`src/rtl/pipe_stage_buf.sv`:
```
// Pipeline stage register between two valid/ready stages, with flush and bubble insertion.
// Define PIPE_STAGE_SKID_EN to build the two-entry registered-ready skid variant.
module pipe_stage_buf #(
    parameter int CTRL_W = 13,
    parameter int DATA_W = 134
) (
    input  logic              clock,
    input  logic              reset,
    input  logic              in_valid,
    output logic              in_ready,
    input  logic [CTRL_W-1:0] in_ctrl,
    input  logic [DATA_W-1:0] in_data,
    input  logic              flush,
    output logic              out_valid,
    input  logic              out_ready,
    output logic [CTRL_W-1:0] out_ctrl,
    output logic [DATA_W-1:0] out_data,
    output logic [1:0]        occupancy
);

    // Handshake: a transfer happens on any rising edge where valid and ready are both 1;
    // valid never waits on ready, and a held entry stays unchanged until it transfers.

`ifdef PIPE_STAGE_SKID_EN

    logic              skid_empty;
    logic [CTRL_W-1:0] skid_ctrl;
    logic [DATA_W-1:0] skid_data;
    logic              out_free;
    logic              in_xfer;

    // in_ready comes straight from a flop, so out_ready never reaches it combinationally.
    assign in_ready  = skid_empty;
    assign out_free  = ~out_valid | out_ready;
    assign in_xfer   = in_valid & skid_empty;
    assign occupancy = {1'b0, out_valid} + {1'b0, ~skid_empty};

    always_ff @(posedge clock) begin
        if (reset) begin
            out_valid  <= 1'b0;
            out_ctrl   <= '0;
            out_data   <= '0;
            skid_empty <= 1'b1;
            skid_ctrl  <= '0;
            skid_data  <= '0;
        end else if (flush) begin
            out_valid  <= 1'b0;
            out_ctrl   <= '0;
            skid_empty <= 1'b1;
        end else if (out_free) begin
            if (!skid_empty) begin
                out_valid  <= 1'b1;
                out_ctrl   <= skid_ctrl;
                out_data   <= skid_data;
                skid_empty <= 1'b1;
            end else if (in_xfer) begin
                out_valid <= 1'b1;
                out_ctrl  <= in_ctrl;
                out_data  <= in_data;
            end else begin
                // Bubble: control cleared, data left as-is.
                out_valid <= 1'b0;
                out_ctrl  <= '0;
            end
        end else if (in_xfer) begin
            // Output stalled: park the new entry behind it.
            skid_ctrl  <= in_ctrl;
            skid_data  <= in_data;
            skid_empty <= 1'b0;
        end
    end

`else

    assign in_ready  = ~out_valid | out_ready;
    assign occupancy = {1'b0, out_valid};

    always_ff @(posedge clock) begin
        if (reset) begin
            out_valid <= 1'b0;
            out_ctrl  <= '0;
            out_data  <= '0;
        end else if (flush) begin
            out_valid <= 1'b0;
            out_ctrl  <= '0;
        end else if (in_ready) begin
            out_valid <= in_valid;
            out_ctrl  <= in_valid ? in_ctrl : '0;
            if (in_valid) begin
                out_data <= in_data;
            end
        end
    end

`endif

endmodule

```
`config.mk`:
```
export PLATFORM = sky130hd
export DESIGN_NAME = pipe_stage_buf
export DESIGN_NICKNAME = d
export VERILOG_FILES = /design/src/rtl/pipe_stage_buf.sv
export SDC_FILE = /design/constraint.sdc
export NUM_CORES = 1
export LEC_CHECK = 0
export CAP_MARGIN = 20
export CORE_MARGIN = 2
export CORE_UTILIZATION = 45
export DETAILED_ROUTE_END_ITERATION = 10
export GPL_TIMING_DRIVEN = 1
export MAX_ROUTING_LAYER = met4
export PLACE_DENSITY = 0.86
export SLEW_MARGIN = 20
export SYNTH_ARGS = -nofsm -noshare
export SYNTH_HDL_FRONTEND = slang
export SYNTH_SLANG_ARGS = --single-unit
```
`constraint.sdc`:
```
create_clock -name clock -period 2.2 [get_ports clock]
set_input_delay 0.44 -clock clock [delete_from_list [all_inputs] [get_ports clock]]
set_output_delay 0.44 -clock clock [all_outputs]
set_load 0.02 [all_outputs]
```
==> results.yml, run 1 <==
status:
  outcome: "complete, no violations"
die:
  num_rows: 44
  die_x_um: 125
  start_util: 0.455
  core_um2: 14400
  io_pins: 303
  die-area_um2: 15500
  die_h_um: 125
critical_path:
  start_kind: "input port"
  r2r-end: "out_data[73]"
  r2r_cells: 6
  r2r_start: "out_valid"
  arrival_ns: 1.62
  path_max_fanout: 2
  cp-end-kind: "primary output"
  critPathRequiredTime_ns: 1.76
  r2r_slack_ns: 0.63
  critical_path_class: "input port to primary output"
min_path:
  hp-start: "out_ctrl[8]"
  min_path_cells: 2
  hold_end: "out_ctrl[8]"
  hp-class: "register to register"
final_layout:
  fillCellCount: 1083
  finalCoreUtilization: 0.722
  multiInputGateArea_um2: 3240
  antenna_cells: 0
  syn2layout_area_growth_pct: 58.7
  design_area_um2: 10400
  final_nets: 1086
  seq_area_um2: 2960
  drive_above_1_share: 0.0519
synthesis:
  async_flop_share: 0
  synth.most_common_cell: "nand2b_1"
  ys_top_cells_by_count: "nand2b_1, dfxtp_1, mux2i_1, clkbuf_1"
  netlist_instances: 649
  syn_area_um2: 6540
  yosys-top-cells-area: "dfxtp_1, nand2b_1, mux2i_1"
  synth_fp_nets: 801
  yosysWarnings: 0
  synth-edff-count: 0
  synth_seq_area_share: 0.453
  yosys.area.top_type_share: 0.453
  ys.flop_type: "dfxtp_1"
  synth-seq-cells: 148
  synth_top_area_cell: "dfxtp_1"
  syn_area_per_cell_um2: 10.1
  yosysUniqueCellTypes: 17
power_and_ir_drop:
  seqPwrFrac: 0.394
  power.density_nw_per_um2: 706
  p_comb_frac: 0.164
  ir_drop_mv: 0.466
  p_sw_frac: 0.223
  intPower_uw: 5700
  clockPowerShare: 0.442
  p_switching_uw: 1640
  p_leak_uw: 0.00385
timing:
  fmax_mhz: 485
  finalMaxSlewViolations: 0
  period_share: 0.937
  rsz0062_at_grt: "false"
  setup_viol: 0
  final.setup.tns_ns: 0
  skew_ns: 0.00486
  hold_violations: 0
  min_period_ns: 2.06
place:
  port_buffers: 301
  place_hpwl_um: 12100
  place.gp.congestion: 0.777
  placed_area_um2: 9720
grt:
  antenna_found_initial: 0
  track_usage: 0.222
  grt.overflow.total: 0
  grt_pass1_wl_um: 26900
  first_global_vias: 5256
  grt_max_degree: 90
cts:
  clock-sinks: 148
  cts_buffer_depth: 2
  cts_tree: "yes"
  cts_setup_buffers: 0
  clock_latency_ns: 0.41
  cts_max_level: 4
  clk_pin_slew_ns: 0.06
  ctsResizeCount: 0
  cts_root_buffer: "clkbuf_16"
  numCtsBuffers: 17
  hold_buffers: 0
routing:
  drt-pass1-iter-count: 4
  first_iter_violations: 192
  drt.antenna.violating_nets: 0
  drc_errors: 0
  post_drt_via_cell_ratio: 4.71
  finalWirelength_um: 16900
  routedWlPerCell_um: 15.0
  num_vias: 5320
job:
  maxCapViolations: 0
[cells by family (layout without fill, tap and decap cells)]
kind of cell	count (synthesis)	in the layout	share of synthesized area
AOI/OAI and AO/OA	13	13	0.00994
buffers and inverters	54	350	0.0530
DFF	148	148	0.453
muxes	134	134	0.205
other	1	1	0.000573
and+or+nand+nor	299	299	0.279
[layer usage]
layer	routed length, um	GRT usage	vias to the layer above	part of all wire
met5	0	-	-	0
met4	692	0.108	0	0.041
met3	1250	0.0735	46	0.074
met2	8200	0.365	196	0.49
met1	6740	0.243	2426	0.40
li1	-	-	2652	-
[final cells by class]
class                   instances  share of cell area
clock buffers                  21              0.0444
clock inverters                 9              0.0194
well taps                     184              0.0222
multi-input cells             447               0.312
flip-flops and latches        148               0.285
inverters                       1            0.000362
repair buffers                319               0.316
[power by group through the flow]
| stage | combinational (uW) | sequential (uW) | clock, uW |
|---|---|---|---|
| after floorplan | 417 | 3100 | 0 |
| after global placement | 1190 | 2940 | 0 |
| after detailed placement | 1200 | 2940 | 0 |
| after CTS | 1210 | 2890 | 3310 |
| after global routing | 1270 | 2900 | 3430 |
| final | 1200 | 2890 | 3240 |
[worst max-delay path: stages]
cell	delay, ns
clkdlybuf4s50_1	0.46
nor2b_1	0.05
inv_1	0.07
clkdlybuf4s50_1	0.60
[sequential cells by signal, summed over array words and instances, names as in the netlist]
signal and count:
out_valid 1, out_ctrl 13, out_data 134
[worst max-delay path by stage]
stage               slack, ns            end       from  depth (start not counted)
global route              0.1       in_ready  out_ready                          4
finish                   0.14       in_ready  out_ready                          4
detailed placement       0.13   out_data[84]  out_ready                          7
CTS                      0.13       in_ready  out_ready                          4
global placement         0.14       in_ready  out_ready                          4
floorplan                0.69  out_data[123]  out_valid                          7
[per-stage QoR]
| stage | setup WS (ns) | cells | hold WS (ns) | total power (uW) |
|---|---|---|---|---|
| final | 0.139 | 1129 | 0.451 | 7330 |
| after global routing | 0.0956 | 1129 | 0.463 | 7610 |
| after CTS | 0.135 | 1129 | 0.453 | 7410 |
| after detailed placement | 0.135 | 1099 | 0.444 | 4150 |
| after global placement | 0.140 | 1099 | 0.438 | 4130 |
| after floorplan | 0.687 | 649 | 0.528 | 3520 |
[cell usage in the layout, fill, tap and decap left out]
master / n
nor2_1: 2
nor2b_1: 1
dfxtp_1: 148
nand2b_1: 268
bufinv_16: 6
clkinvlp_4: 1
clkinv_4: 1
clkinv_2: 1
nand3_1: 13
buf_12: 11
clkbuf_16: 17
nor3b_4: 1
mux2i_1: 134
nand2_1: 13
clkdlybuf4s50_1: 300
clkbuf_8: 2
a21oi_1: 13
conb_1: 1
buf_4: 8
inv_1: 1
clkbuf_1: 2
or2_2: 1
Note: power is estimated with default switching activity, not from simulation.
==> inputs of run 2 (changes only) <==
--- a/config.mk
+++ b/config.mk
@@ -7,11 +7,11 @@
 export LEC_CHECK = 0
 export CAP_MARGIN = 20
 export CORE_MARGIN = 2
-export CORE_UTILIZATION = 45
+export CORE_UTILIZATION = 38
 export DETAILED_ROUTE_END_ITERATION = 10
 export GPL_TIMING_DRIVEN = 1
 export MAX_ROUTING_LAYER = met4
-export PLACE_DENSITY = 0.86
+export PLACE_DENSITY = 0.78
 export SLEW_MARGIN = 20
 export SYNTH_ARGS = -nofsm -noshare
 export SYNTH_HDL_FRONTEND = slang
==> constraint.sdc (replaced) <==
create_clock -name clock -period 1.8 [get_ports clock]
set_input_delay 0.36 -clock clock [delete_from_list [all_inputs] [get_ports clock]]
set_output_delay 0.36 -clock clock [all_outputs]
set_load 0.02 [all_outputs]
==> run 2 against run 1 <==
Compared with the run above:
- wire length is 0.17% lower
- critical path depth fell by 3
- via count is 0.98% lower
- die area grew 18%
- register-to-register slack lost 0.35 ns
- worst hold slack worse by 0.0015 ns
- clock skew up 0.0025 ns
- clock-buffer cell count is the same
- critical path type is now register to primary output
- critical endpoint is now out_data[53]
==> results.yml, run 2 (synthesis gave the netlist of run 1 again) <==
cts:
  numCtsBuffers: 17
  clk_pin_slew_ns: 0.06
  cts_tree: "yes"
  cts_root_buffer: "clkbuf_16"
  hold_buffers: 0
  clock_latency_ns: 0.41
  clock-sinks: 148
  cts_buffer_depth: 2
  cts_max_level: 4
timing:
  rsz0062_at_grt: "false"
  skew_ns: 0.00736
  finalMaxSlewViolations: 0
  fmax_mhz: 572
  final.setup.tns_ns: 0
  period_share: 0.972
  setup_viol: 0
  min_period_ns: 1.75
  hold_violations: 0
critical_path:
  cp_slowest_cell: "clkdlybuf4s50_1"
  arrival_ns: 1.39
  crit_chain: "clkdlybuf4s50_1"
  cp_top_family: "buffers and inverters"
  cp-end-kind: "primary output"
  start_kind: "register"
  path_max_fanout: 2
  critical_path_class: "register to primary output"
  critPathBufInv: 1
  critPathRequiredTime_ns: 1.44
  max_stage_delay_ns: 0.64
routing:
  drt-pass1-iter-count: 4
  finalWirelength_um: 16900
  routedWlPerCell_um: 14.4
  first_iter_violations: 128
  drc_errors: 0
  num_vias: 5268
  post_drt_via_cell_ratio: 4.50
  drt.antenna.violating_nets: 0
power_and_ir_drop:
  power.density_nw_per_um2: 815
  p_leak_uw: 0.00390
  ir_drop_mv: 0.588
grt:
  use_met3: 0.0587
  track_usage: 0.188
  first_global_vias: 5369
  grt_max_degree: 78
  grt_use_met2: 0.315
  grt_pass1_wl_um: 26400
  antenna_found_initial: 0
  grt.overflow.total: 0
  grt_util_met1: 0.203
  grt.busiest_layer: "met2"
die:
  io_pins: 303
  core_um2: 16700
  die-area_um2: 18300
  die_h_um: 135
  num_rows: 47
  start_util: 0.392
  die_x_um: 135
final_layout:
  largest_reg_flops: 134
  drive_above_1_share: 0.0599
  finalCoreUtilization: 0.623
  antenna_cells: 0
  layout_commonest_cell: "clkdlybuf4s50_1"
  reg_top3: "out_data: 134 flops, out_ctrl: 13 flops, out_valid: 1 flops"
  final_cell_mix: "clkdlybuf4s50_1, nand2b_1, dfxtp_1"
  final_nets: 1092
  syn2layout_area_growth_pct: 59.0
  top_register: "out_data"
min_path:
  hp-class: "register to register"
place:
  place_hpwl_um: 12400
  port_buffers: 301
  place.gp.congestion: 0.816
job:
  maxCapViolations: 0
status:
  outcome: "complete, no violations"
==> run 2: report_power, final <==
group          leakage (uW)  internal, uW  switching (uW)
logic               0.00241           867             606
clock network      0.000273          2130            1340
registers           0.00121          3440            84.7
==> run 2: repair_timing <==
item | in CTS | in global routing
buffers inserted | 0 | 0
endpoints found under the setup margin | 1 | 5
gates resized for setup | 2 | 5
cloned | 0 | 0
endpoints found under the hold margin | 0 | 0
==> run 2: final timing paths <==
path	from	endpoint	slack (ns)	cells after the start
max reg2reg	out_valid	out_data[72]	0.28	6
min reg2reg	out_ctrl[7]	out_ctrl[7]	0.45	2
min	out_ctrl[7]	out_ctrl[7]	0.45	2
max	out_data[53]	out_data[53]	0.05	1
==> run 2: metrics by stage <==
stage                     hold WS (ns)  power [uW]  std cells  area [um^2]  setup slack, ns
after floorplan                  0.512        4300        649         6540            0.287
after global placement           0.437        5070       1141         9810           -0.195
after detailed placement         0.445        5080       1141         9810           -0.204
after CTS                        0.452        8580       1171        10400          0.00525
after global routing             0.474        8820       1171        10400          0.00184
final                            0.450        8470       1171        10400           0.0508
==> run 2: routing by layer <==
metal,share of wire,vias up
met2,0.49,190
met4,0.037,0
met1,0.40,2374
met5,0,-
met3,0.073,38
li1,-,2666
==> run 2: layout make-up <==
| class | count | area [um^2] |
|---|---|---|
| flip-flops and latches | 148 | 2960 |
| clock inverters | 9 | 105 |
| multi-input cells | 447 | 3250 |
| well taps | 220 | 275 |
| repair buffers | 325 | 3340 |
| inverters | 1 | 3.75 |
| clock buffers | 21 | 470 |
| fillers | 1389 | 6300 |
==> inputs of run 3 (changes only) <==
--- a/config.mk
+++ b/config.mk
@@ -9,6 +9,7 @@
 export CORE_MARGIN = 2
 export CORE_UTILIZATION = 38
 export DETAILED_ROUTE_END_ITERATION = 10
+export GPL_ROUTABILITY_DRIVEN = 0
 export GPL_TIMING_DRIVEN = 1
 export MAX_ROUTING_LAYER = met4
 export PLACE_DENSITY = 0.78
==> results of run 3 <==
No change in the layout: final DEF, timing and power equal those of run 2.
